`src/rtl/mult_err_monitor_pkg.sv`:
```
// Shared types and helpers for the multiplier error monitor.
// Imported by the top, the stats accumulator and the bench.
package mult_err_pkg;

  typedef enum logic [1:0] {
    IDLE,
    RUN,
    DRAIN,
    DONE
  } mon_state_e;

  // Widest operand absdiff accepts; callers cast in and out.
  localparam int AD_W = 65;

  function automatic logic [AD_W-1:0] absdiff(
    input logic [AD_W-1:0] a,
    input logic [AD_W-1:0] b
  );
    return (a > b) ? (a - b) : (b - a);
  endfunction

endpackage

```
`src/rtl/mult_err_monitor_if.sv`:
```
// Operand stream into the error monitor.
// A pair transfers on a cycle where s_valid and s_ready are both high.
interface mult_err_monitor_if #(
  parameter int WIDTH = 8
);

  logic             s_valid;
  logic             s_ready;
  logic [WIDTH-1:0] s_in1;
  logic [WIDTH-1:0] s_in2;

  modport master (
    output s_valid,
    output s_in1,
    output s_in2,
    input  s_ready
  );

  modport slave (
    input  s_valid,
    input  s_in1,
    input  s_in2,
    output s_ready
  );

endinterface

```
`src/rtl/mult_err_monitor_stats.sv`:
```
// Stage 3 of the monitor: sample/error counters,
// saturating error sum and max error tracker.
module err_stats_acc #(
  parameter int CNT_W = 16,
  parameter int ACC_W = 32,
  parameter int EW    = 17
) (
  input  logic             clk,
  input  logic             rst_n,
  input  logic             clr,
  input  logic             upd,
  input  logic [EW-1:0]    e,
  output logic [CNT_W-1:0] samp_cnt,
  output logic [CNT_W-1:0] err_cnt,
  output logic [ACC_W-1:0] err_sum,
  output logic [EW-1:0]    err_max,
  output logic             sum_sat
);

  localparam int SW = ((ACC_W > EW) ? ACC_W : EW) + 1;

  logic [CNT_W-1:0] samp_q;
  logic [CNT_W-1:0] errc_q;
  logic [ACC_W-1:0] sum_q;
  logic [EW-1:0]    max_q;
  logic             sat_q;
  logic [SW-1:0]    sum_w;
  logic             clamp;

  // Add in a width that can hold either operand plus a carry.
  assign sum_w = SW'(sum_q) + SW'(e);
  assign clamp = sum_w > SW'({ACC_W{1'b1}});

  always_ff @(posedge clk) begin
    if (!rst_n || clr) begin
      samp_q <= '0;
      errc_q <= '0;
      sum_q  <= '0;
      max_q  <= '0;
      sat_q  <= 1'b0;
    end else if (upd) begin
      samp_q <= samp_q + CNT_W'(1);
      if (e != '0)
        errc_q <= errc_q + CNT_W'(1);
      if (e > max_q)
        max_q <= e;
      if (clamp) begin
        sum_q <= '1;
        sat_q <= 1'b1;
      end else begin
        sum_q <= sum_w[ACC_W-1:0];
      end
    end
  end

  assign samp_cnt = samp_q;
  assign err_cnt  = errc_q;
  assign err_sum  = sum_q;
  assign err_max  = max_q;
  assign sum_sat  = sat_q;

endmodule

```
`src/rtl/mult_err_monitor.sv`:
```
// Characterisation stage for approximate multipliers: feeds operands,
// compares {mul_ovf, mul_out} with the exact product, collects stats.
module mult_err_monitor
  import mult_err_pkg::*;
#(
  parameter int WIDTH = 8,
  parameter int CNT_W = 16,
  parameter int ACC_W = 32
) (
  input  logic               clk,
  input  logic               rst_n,
  input  logic               start,
  input  logic [CNT_W-1:0]   num_samples,
  mult_err_monitor_if.slave  s,
  output logic [WIDTH-1:0]   mul_in1,
  output logic [WIDTH-1:0]   mul_in2,
  input  logic [2*WIDTH-1:0] mul_out,
  input  logic               mul_ovf,
  output logic               busy,
  output logic               done,
  output logic [CNT_W-1:0]   samp_cnt,
  output logic [CNT_W-1:0]   err_cnt,
  output logic [ACC_W-1:0]   err_sum,
  output logic [2*WIDTH:0]   err_max,
  output logic               sum_sat
);

  localparam int PW = 2*WIDTH+1;

  mon_state_e       state_q;
  logic [CNT_W-1:0] nsamp_q;
  logic [CNT_W-1:0] acc_q;
  logic             busy_q;
  logic             done_q;
  logic [WIDTH-1:0] in1_q;
  logic [WIDTH-1:0] in2_q;
  logic             v1_q;
  logic             v2_q;
  logic [PW-1:0]    approx_q;
  logic [PW-1:0]    exact_q;

  logic          fire;
  logic          last;
  logic          start_ok;
  logic [PW-1:0] e;

  assign s.s_ready = (state_q == RUN) && (acc_q < nsamp_q);
  assign fire      = s.s_valid && s.s_ready;
  assign last      = fire && ((acc_q + CNT_W'(1)) == nsamp_q);
  assign start_ok  = start &&
                     ((state_q == IDLE) || (state_q == DONE));
  assign e = PW'(absdiff(AD_W'(approx_q), AD_W'(exact_q)));

  always_ff @(posedge clk) begin
    if (!rst_n) begin
      state_q <= IDLE;
      nsamp_q <= '0;
      acc_q   <= '0;
      busy_q  <= 1'b0;
      done_q  <= 1'b0;
    end else begin
      unique case (state_q)
        IDLE, DONE: begin
          if (start) begin
            nsamp_q <= num_samples;
            acc_q   <= '0;
            busy_q  <= (num_samples != '0);
            done_q  <= (num_samples == '0);
            state_q <= (num_samples == '0) ? DONE : RUN;
          end
        end
        RUN: begin
          if (fire)
            acc_q <= acc_q + CNT_W'(1);
          if (last)
            state_q <= DRAIN;
        end
        DRAIN: begin
          if (!v1_q && !v2_q) begin
            state_q <= DONE;
            busy_q  <= 1'b0;
            done_q  <= 1'b1;
          end
        end
      endcase
    end
  end

  // Operand and capture registers: one sample per stage per cycle.
  always_ff @(posedge clk) begin
    if (!rst_n) begin
      in1_q    <= '0;
      in2_q    <= '0;
      v1_q     <= 1'b0;
      v2_q     <= 1'b0;
      approx_q <= '0;
      exact_q  <= '0;
    end else begin
      v1_q <= fire;
      v2_q <= v1_q;
      if (fire) begin
        in1_q <= s.s_in1;
        in2_q <= s.s_in2;
      end
      if (v1_q) begin
        approx_q <= {mul_ovf, mul_out};
        exact_q  <= PW'(in1_q) * PW'(in2_q);
      end
    end
  end

  err_stats_acc #(
    .CNT_W (CNT_W),
    .ACC_W (ACC_W),
    .EW    (PW)
  ) u_stats (
    .clk      (clk),
    .rst_n    (rst_n),
    .clr      (start_ok),
    .upd      (v2_q),
    .e        (e),
    .samp_cnt (samp_cnt),
    .err_cnt  (err_cnt),
    .err_sum  (err_sum),
    .err_max  (err_max),
    .sum_sat  (sum_sat)
  );

  assign mul_in1 = in1_q;
  assign mul_in2 = in2_q;
  assign busy    = busy_q;
  assign done    = done_q;

endmodule

```
`src/flat_wrapper.sv`:
```
// flat-port wrapper written by rule: the top's interface ports become plain ports
module mult_err_monitor_flat import mult_err_pkg::*;
#(
  parameter int WIDTH = 8,
  parameter int CNT_W = 16,
  parameter int ACC_W = 32
)
  (clk, rst_n, start, num_samples, mul_in1, mul_in2, mul_out, mul_ovf, busy, done, samp_cnt, err_cnt, err_sum, err_max, sum_sat, s_s_valid, s_s_in1, s_s_in2, s_s_ready);
  mult_err_monitor_if #(.WIDTH(WIDTH)) s_i ();
  input  logic clk;
  input  logic rst_n;
  input  logic start;
  input  logic [CNT_W-1:0] num_samples;
  output logic [WIDTH-1:0] mul_in1;
  output logic [WIDTH-1:0] mul_in2;
  input  logic [2*WIDTH-1:0] mul_out;
  input  logic mul_ovf;
  output logic busy;
  output logic done;
  output logic [CNT_W-1:0] samp_cnt;
  output logic [CNT_W-1:0] err_cnt;
  output logic [ACC_W-1:0] err_sum;
  output logic [2*WIDTH:0] err_max;
  output logic sum_sat;
  input wire logic [$bits(s_i.s_valid)-1:0] s_s_valid;
  input wire logic [$bits(s_i.s_in1)-1:0] s_s_in1;
  input wire logic [$bits(s_i.s_in2)-1:0] s_s_in2;
  output wire logic [$bits(s_i.s_ready)-1:0] s_s_ready;
  assign s_i.s_valid = s_s_valid;
  assign s_i.s_in1 = s_s_in1;
  assign s_i.s_in2 = s_s_in2;
  assign s_s_ready = s_i.s_ready;
  mult_err_monitor #(.WIDTH(WIDTH), .CNT_W(CNT_W), .ACC_W(ACC_W)) u_core (.clk(clk), .rst_n(rst_n), .start(start), .num_samples(num_samples), .s(s_i), .mul_in1(mul_in1), .mul_in2(mul_in2), .mul_out(mul_out), .mul_ovf(mul_ovf), .busy(busy), .done(done), .samp_cnt(samp_cnt), .err_cnt(err_cnt), .err_sum(err_sum), .err_max(err_max), .sum_sat(sum_sat));
endmodule
```
`config.mk`:
```
export PLATFORM = sky130hd
export DESIGN_NAME = mult_err_monitor_flat
export DESIGN_NICKNAME = d
export VERILOG_FILES = /design/src/rtl/mult_err_monitor_pkg.sv /design/src/rtl/mult_err_monitor_if.sv /design/src/rtl/mult_err_monitor_stats.sv /design/src/rtl/mult_err_monitor.sv /design/src/flat_wrapper.sv
export SDC_FILE = /design/constraint.sdc
export NUM_CORES = 1
export LEC_CHECK = 0
export CAP_MARGIN = 20
export CORE_ASPECT_RATIO = 0.5
export CORE_MARGIN = 10
export CORE_UTILIZATION = 39
export DETAILED_ROUTE_END_ITERATION = 8
export PLACE_DENSITY_LB_ADDON = 0.05
export SYNTH_ARGS = -nofsm -noshare
export SYNTH_HDL_FRONTEND = slang
export SYNTH_SLANG_ARGS = --single-unit
export TNS_END_PERCENT = 5
```
`constraint.sdc`:
```
create_clock -name clk -period 10.25 [get_ports clk]
set_input_delay 2.05 -clock clk [delete_from_list [all_inputs] [get_ports clk]]
set_output_delay 2.05 -clock clk [all_outputs]
set_load 0.1 [all_outputs]
```
# ---- After elaboration in Yosys (flattened, before gate mapping)
# Index checks and enable logic that the tools add are counted.
dict set report totals {
  regBits 169
  input_bits 53
  out_inout_bits 101
  wordCells 75
}
dict set report classes {
  add_sub_neg 6
  multipliers 1
  n_lt_le_gt_ge 4
  eq_ne 8
  muxes 16
  reduce_logical 24
}
# op count
set ops {}
lappend ops {{adder 16 x 1 -> 16 bit (second input constant)} 3}
lappend ops {{adder 32 x 17 -> 33 bit} 1}
lappend ops {{> comparator 33 x 32 -> 1 bit (second input constant)} 1}
lappend ops {{2-to-1 mux 16 bit} 2}
lappend ops {{2-to-1 mux 32 bit} 1}
lappend ops {{case mux 16 bit (2 select lines)} 1}
lappend ops {{> comparator 17 x 16 -> 1 bit} 1}
lappend ops {{> comparator 17 bit} 1}
lappend ops {{2-to-1 mux 17 bit} 1}
lappend ops {{nonzero test 17 bit} 1}
lappend ops {{subtractor 16 x 17 -> 17 bit} 1}
lappend ops {{subtractor 17 x 16 -> 17 bit} 1}
lappend ops {{equality test 16 bit} 1}
lappend ops {{zero test 16 bit} 1}
lappend ops {{less-than comparator 16 bit} 1}
lappend ops {{multiplier 8 x 8 -> 16 bit} 1}
lappend ops {{nonzero test 16 bit} 1}
lappend ops {{AND reduction 3 bit} 3}
lappend ops {{2-to-1 mux 2 bit} 4}
lappend ops {{AND reduction 2 bit} 4}
lappend ops {{inequality test 2 x 1 -> 1 bit (second input constant)} 3}
lappend ops {{case mux 2 bit (3 select lines)} 1}
lappend ops {{logical AND 1 bit} 5}
lappend ops {{equality test 2 bit (second input constant)} 2}
lappend ops {{other kinds (9)} 17}

# ---- Depth between registers and ports, before layout
dict set report depth {
  depth_word 6
  depth_mapped 24
  mapped_depth_nobuf 21
}

# ---- Hierarchy
# From an unflattened synthesis, not the netlist that was laid out.
dict set report unflattened {
  hier_cells 1517
  hier_area_um2 12913.6
}
# module n_inst cells_each area_per_inst_um2 seq_area_each_um2
set modules_own_cells {}
lappend modules_own_cells {mult_err_monitor 1 954 7980.2 1741.7}
lappend modules_own_cells {err_stats_acc 1 563 4933.5 1641.6}

# ---- Least setup slack after synthesis
# OpenSTA, ideal clock, no wires.
dict set report synth_timing {
  kind {register to register}
  start {reg u_core.in2_q[7], in the netlist u_core.mul_in2[7]}
  end {reg u_core.exact_q[15]}
  setup_time_ns 0.130
  t_arrival_ns 5.034
  t_required_ns 10.120
  slack_ns 5.086
  path_stages_with_launch 18
  n_path_buf 1
  synth_period_minus_slack_ns 5.164
  cell_sequence {dfxtp_1 clkbuf_1 nand2_1 fa_1 fa_1 inv_1 fa_1 fa_1 ha_1 a21boi_0 o21ai_0 a21boi_0 o21ai_0 a21boi_0 o21ai_0 a21oi_1 xnor2_1 a21oi_1}
}
dict set report synth_via {
  elab_chain_cells 1
}
# element line
set synth_lines {}
lappend synth_lines {{start, declared} mult_err_monitor.sv:36} ;# logic [WIDTH-1:0] in2_q;
lappend synth_lines {{start signal, assigned} mult_err_monitor.sv:103} ;# in2_q <= s.s_in2;
lappend synth_lines {{multiplier 8 x 8 -> 16 bit} mult_err_monitor.sv:107} ;# exact_q <= PW'(in1_q) * PW'(in2_q);
lappend synth_lines {{end signal, assigned} mult_err_monitor.sv:107}
lappend synth_lines {{end, declared} mult_err_monitor.sv:40} ;# logic [PW-1:0] exact_q;
# No other way between the ends.
# A chain may end at the register's enable or synchronous reset.

# ---- Worst setup path in the final report
dict set report layout_timing {
  start {reg u_core.nsamp_q[10]}
  end {out s_s_ready}
}
dict set report layout_via {
  elab_chain_cells 2
}
# element line
set layout_lines {}
lappend layout_lines {{start, declared} mult_err_monitor.sv:31} ;# logic [CNT_W-1:0] nsamp_q;
lappend layout_lines {{start signal, assigned} mult_err_monitor.sv:65} ;# nsamp_q <= num_samples;
lappend layout_lines {{less-than comparator 16 bit} mult_err_monitor.sv:47} ;# assign s.s_ready = (state_q == RUN) && (acc_q < nsamp_q);
lappend layout_lines {{logical AND 1 bit} mult_err_monitor.sv:47}
lappend layout_lines {{end, declared} flat_wrapper.sv:28} ;# output wire logic [$bits(s_i.s_ready)-1:0] s_s_ready;
# No other way between the ends.

==> impl_metrics.yaml <==
synth:
  synthFlopType: "dfxtp_1"
  synth_xor_area_share_pct: 5.29
  avgSynthCellArea_um2: 8.41
  async_flop_share_pct: 0
  syn-num-nets: 1708
  synth_cells: 1492
  synth_compound_area_share_pct: 17.5
  yosysSeqAreaShare_pct: 27.0
  netlist_area_um2: 12500
  yosysTopAreaCellShare_pct: 27.0
  synth_edf_count: 0
  yosys_warnings: 0
  synth.distinct_cells: 75
  synth.top_cells.by_area: "dfxtp_1 27%, ha_1 12%, fa_1 6.2%, mux2i_1 5.3%, nand2_1 4.3%"
  synth_top_family_by_area: "simple AND/OR/NAND/NOR gates"
  yosys_register_bits: 169
  synthSimpleGateAreaFrac_pct: 19.8
  synthAdderAreaFrac_pct: 18.6
  synth_top_area_cell: "dfxtp_1"
  synthMuxAreaShare_pct: 5.35
power:
  p_seq_share_pct: 21.9
  intPower_w: 0.00193
  power.total_w: 0.00366
  p_leak_nw: 6.03
  p_per_area_nw_per_um2: 244
  ir_drop_mv: 0.166
  pwr-share-comb_pct: 59.2
  swShare_pct: 47.4
  netSwitchingPower_w: 0.00174
  power_frac_clock_pct: 19.0
place:
  preCtsSetupSlack_ps: 4770
  io_buffers: 153
  hpwl_um: 25800
  gp_congestion: 0.841
timing:
  rsz0062_at_grt: "no"
  hold_viol: 0
  finClkSkew_ps: 15.9
  fin_crit_ps: 5910
  fin_crit_sh_pct: 57.7
  maxSlewViolCount: 0
  max_freq_mhz: 169
  tightest_slew_ps: 1020
  setup_viol: 0
  setup_ws_ps: 4340
  setup_tns_ps: 0
  maxSlewHeadroom_pct: 31.8
die:
  core_region_area_um2: 31700
  fp.dieH_um: 147
  die_width_um: 274
  io_pins: 154
  die_area_um2: 40200
  num_rows: 46
  start_util_pct: 39.6
global_route:
  grt_pass1_vias: 10500
  grt_use_total_pct: 16.9
  antenna_found_initial: 0
  grt_pass1_wl_um: 55500
  grt_overflow: 0
  grt_max_degree: 92
critical_path:
  cp_max_fo: 6
  crit_top_cell: "o21ai_0"
  slowest_stage: "clkdlybuf4s50_1"
  endpoint_kind: "output pin"
  worst_ep_required_time_ps: 8200
  path_cells: "inv_1, ha_1, a21o_1, a2111oi_0, o21ai_0, a21oi_1, o21a_1, nor2_1, o21ai_0, and2_1, clkdlybuf4s50_1"
  critPathKind: "reg2out"
  worstSetupStartpointType: "flop"
  critPathArrivalTime_ps: 3860
  max_stage_delay_ps: 1130
status:
  status: "completed"
cells_and_area:
  final_core_util_pct: 47.4
  fin_nets: 1826
  antenna_cells: 0
  area_delta_synth_final_pct: 19.9
  drive_gt1_share_pct: 5.11
clock_network:
  cts_setup_buffers: 0
  cts.sinks: 169
  clock_path_buffers: 2
  cts_root_buf: "clkbuf_16"
  path_clk_slew_ps: 70
  insertion_delay_ps: 450
  ctsResizeCount: 0
  cts_tree: "done"
  htreeDepth: 4
  numCtsBuffers: 17
  cts_hold_buf: 0
routing:
  postRouteAntennaNets: 0
  vias_per_cell: 5.16
  num_vias: 10600
  routed_wl_um: 33800
  drt_first_pass_iters: 7
  wl_per_cell_um: 16.4
  drc: 0
  drt_iter0_markers: 727
flow_run:
  maxCapViolations: 0
worst_hold_path:
  worstHoldPathType: "reg2reg"
-- cell families after synthesis --
| logic type | count (synthesis) |
|---|---|
| and+or+nand+nor | 489 |
| AOI/OAI and AO/OA | 323 |
| buffers and inverters | 206 |
| DFF | 169 |
| adders and majority gates | 163 |
| xor gates and xnor gates | 75 |
| muxes | 67 |
-- state kept, by name, indices dropped and copies added (netlist names) --
signal / count
u_core.mul_in1: 8
u_core.u_stats.sum_sat: 1
u_core.u_stats.samp_cnt: 16
u_core.exact_q: 16
u_core.approx_q: 17
u_core.mul_in2: 8
u_core.state_q: 2
u_core.acc_q: 16
u_core.busy: 1
u_core.u_stats.err_cnt: 16
u_core.u_stats.err_max: 17
u_core.u_stats.err_sum: 32
u_core.v1_q: 1
u_core.nsamp_q: 16
u_core.v2_q: 1
u_core.done: 1
-- layer usage --
layer  global-route usage, %  share of wire, %  vias to the layer above
li1                        -                 -                     5393
met1                    22.3                49                     5025
met2                    28.0                46                      159
met3                    3.32               3.7                       19
met4                    3.52              0.78                        0
met5                       0                 0                        -
-- worst max-delay path, delay by kind of cell, from the launching register on --
family                   cells  cell delay [ps]
buffers and inverters        2             1220
AND/OR/NAND/NOR              2              180
AO/OA/AOI/OAI                6             1280
adder cells (fa/ha/maj)      1              300
flip-flops                   1              430
-- cells in the mapped netlist (9+ instances only) --
cell type / instances
or4_1: 10
fa_1: 39
nand2_1: 143
a31oi_1: 9
ha_1: 124
a21o_1: 24
nand2b_1: 15
and3_1: 18
o21a_1: 17
xnor2_1: 49
dfxtp_1: 169
o21ai_1: 10
mux2i_1: 66
clkbuf_1: 43
or3_1: 14
nor2_1: 83
nor3_1: 15
a21boi_0: 22
nand3_1: 49
a21oi_1: 80
o31ai_1: 18
and2_1: 55
o221a_2: 17
o21ai_0: 63
nand4_1: 12
nor2b_1: 54
inv_1: 141
xor2_1: 25
-- cell type report --
class / count / area [um2]
fill: 3093 / 16700
clock buffer: 18 / 439
sequential: 169 / 3380
tap: 432 / 541
multi-input combinational: 1117 / 8350
inverter: 141 / 529
timing repair buffer: 164 / 1620
clock inverter: 14 / 184
-- stage by stage --
stage / hold WS [ps] / cells / area, um2
2_1_floorplan: 444 / 1492 / 12500
3_3_place_gp: 437 / 2022 / 14400
3_5_place_dp: 442 / 2023 / 14400
4_1_cts: 453 / 2055 / 15000
5_1_grt: 468 / 2055 / 15000
6_report: 455 / 2055 / 15000
-- power groups by stage --
stage / sequential [W] / clock, W / combinational [W]
after floorplan: 0.000954 / 0 / 0.00145
after global placement: 0.000818 / 0 / 0.00214
after detailed placement: 0.000820 / 0 / 0.00215
after CTS: 0.000805 / 0.000716 / 0.00217
after global routing: 0.000815 / 0.000746 / 0.00239
final: 0.000802 / 0.000695 / 0.00217
-- final timing paths --
kind	end	cells past startpoint	startpoint	slack [ps]
setup / recovery	s_s_ready	11	u_core.nsamp_q[10]	4340
hold / removal	u_core.u_stats.sum_sat	2	u_core.u_stats.sum_sat	460
setup reg to reg	u_core.u_stats.err_sum[25]	19	u_core.exact_q[14]	4700
hold reg to reg	u_core.u_stats.sum_sat	2	u_core.u_stats.sum_sat	460
-- cell usage in the layout (no fill, tap or decap), drive strengths merged, types with 18 or more instances in the layout --
cell type / netlist / routed
a21o: 24 / 24
o31ai: 18 / 18
nor2b: 54 / 54
a21oi: 81 / 81
inv: 141 / 146
a21boi: 22 / 22
and3: 18 / 18
fa: 39 / 39
clkbuf: 43 / 18
mux2i: 66 / 66
and2: 58 / 58
o21ai: 74 / 74
xnor2: 49 / 49
xor2: 26 / 26
nand2: 143 / 143
nand3: 49 / 49
nor2: 83 / 83
dfxtp: 169 / 169
ha: 124 / 124
clkdlybuf4s50: 0 / 152
Note: power is estimated with default switching activity, not from simulation.
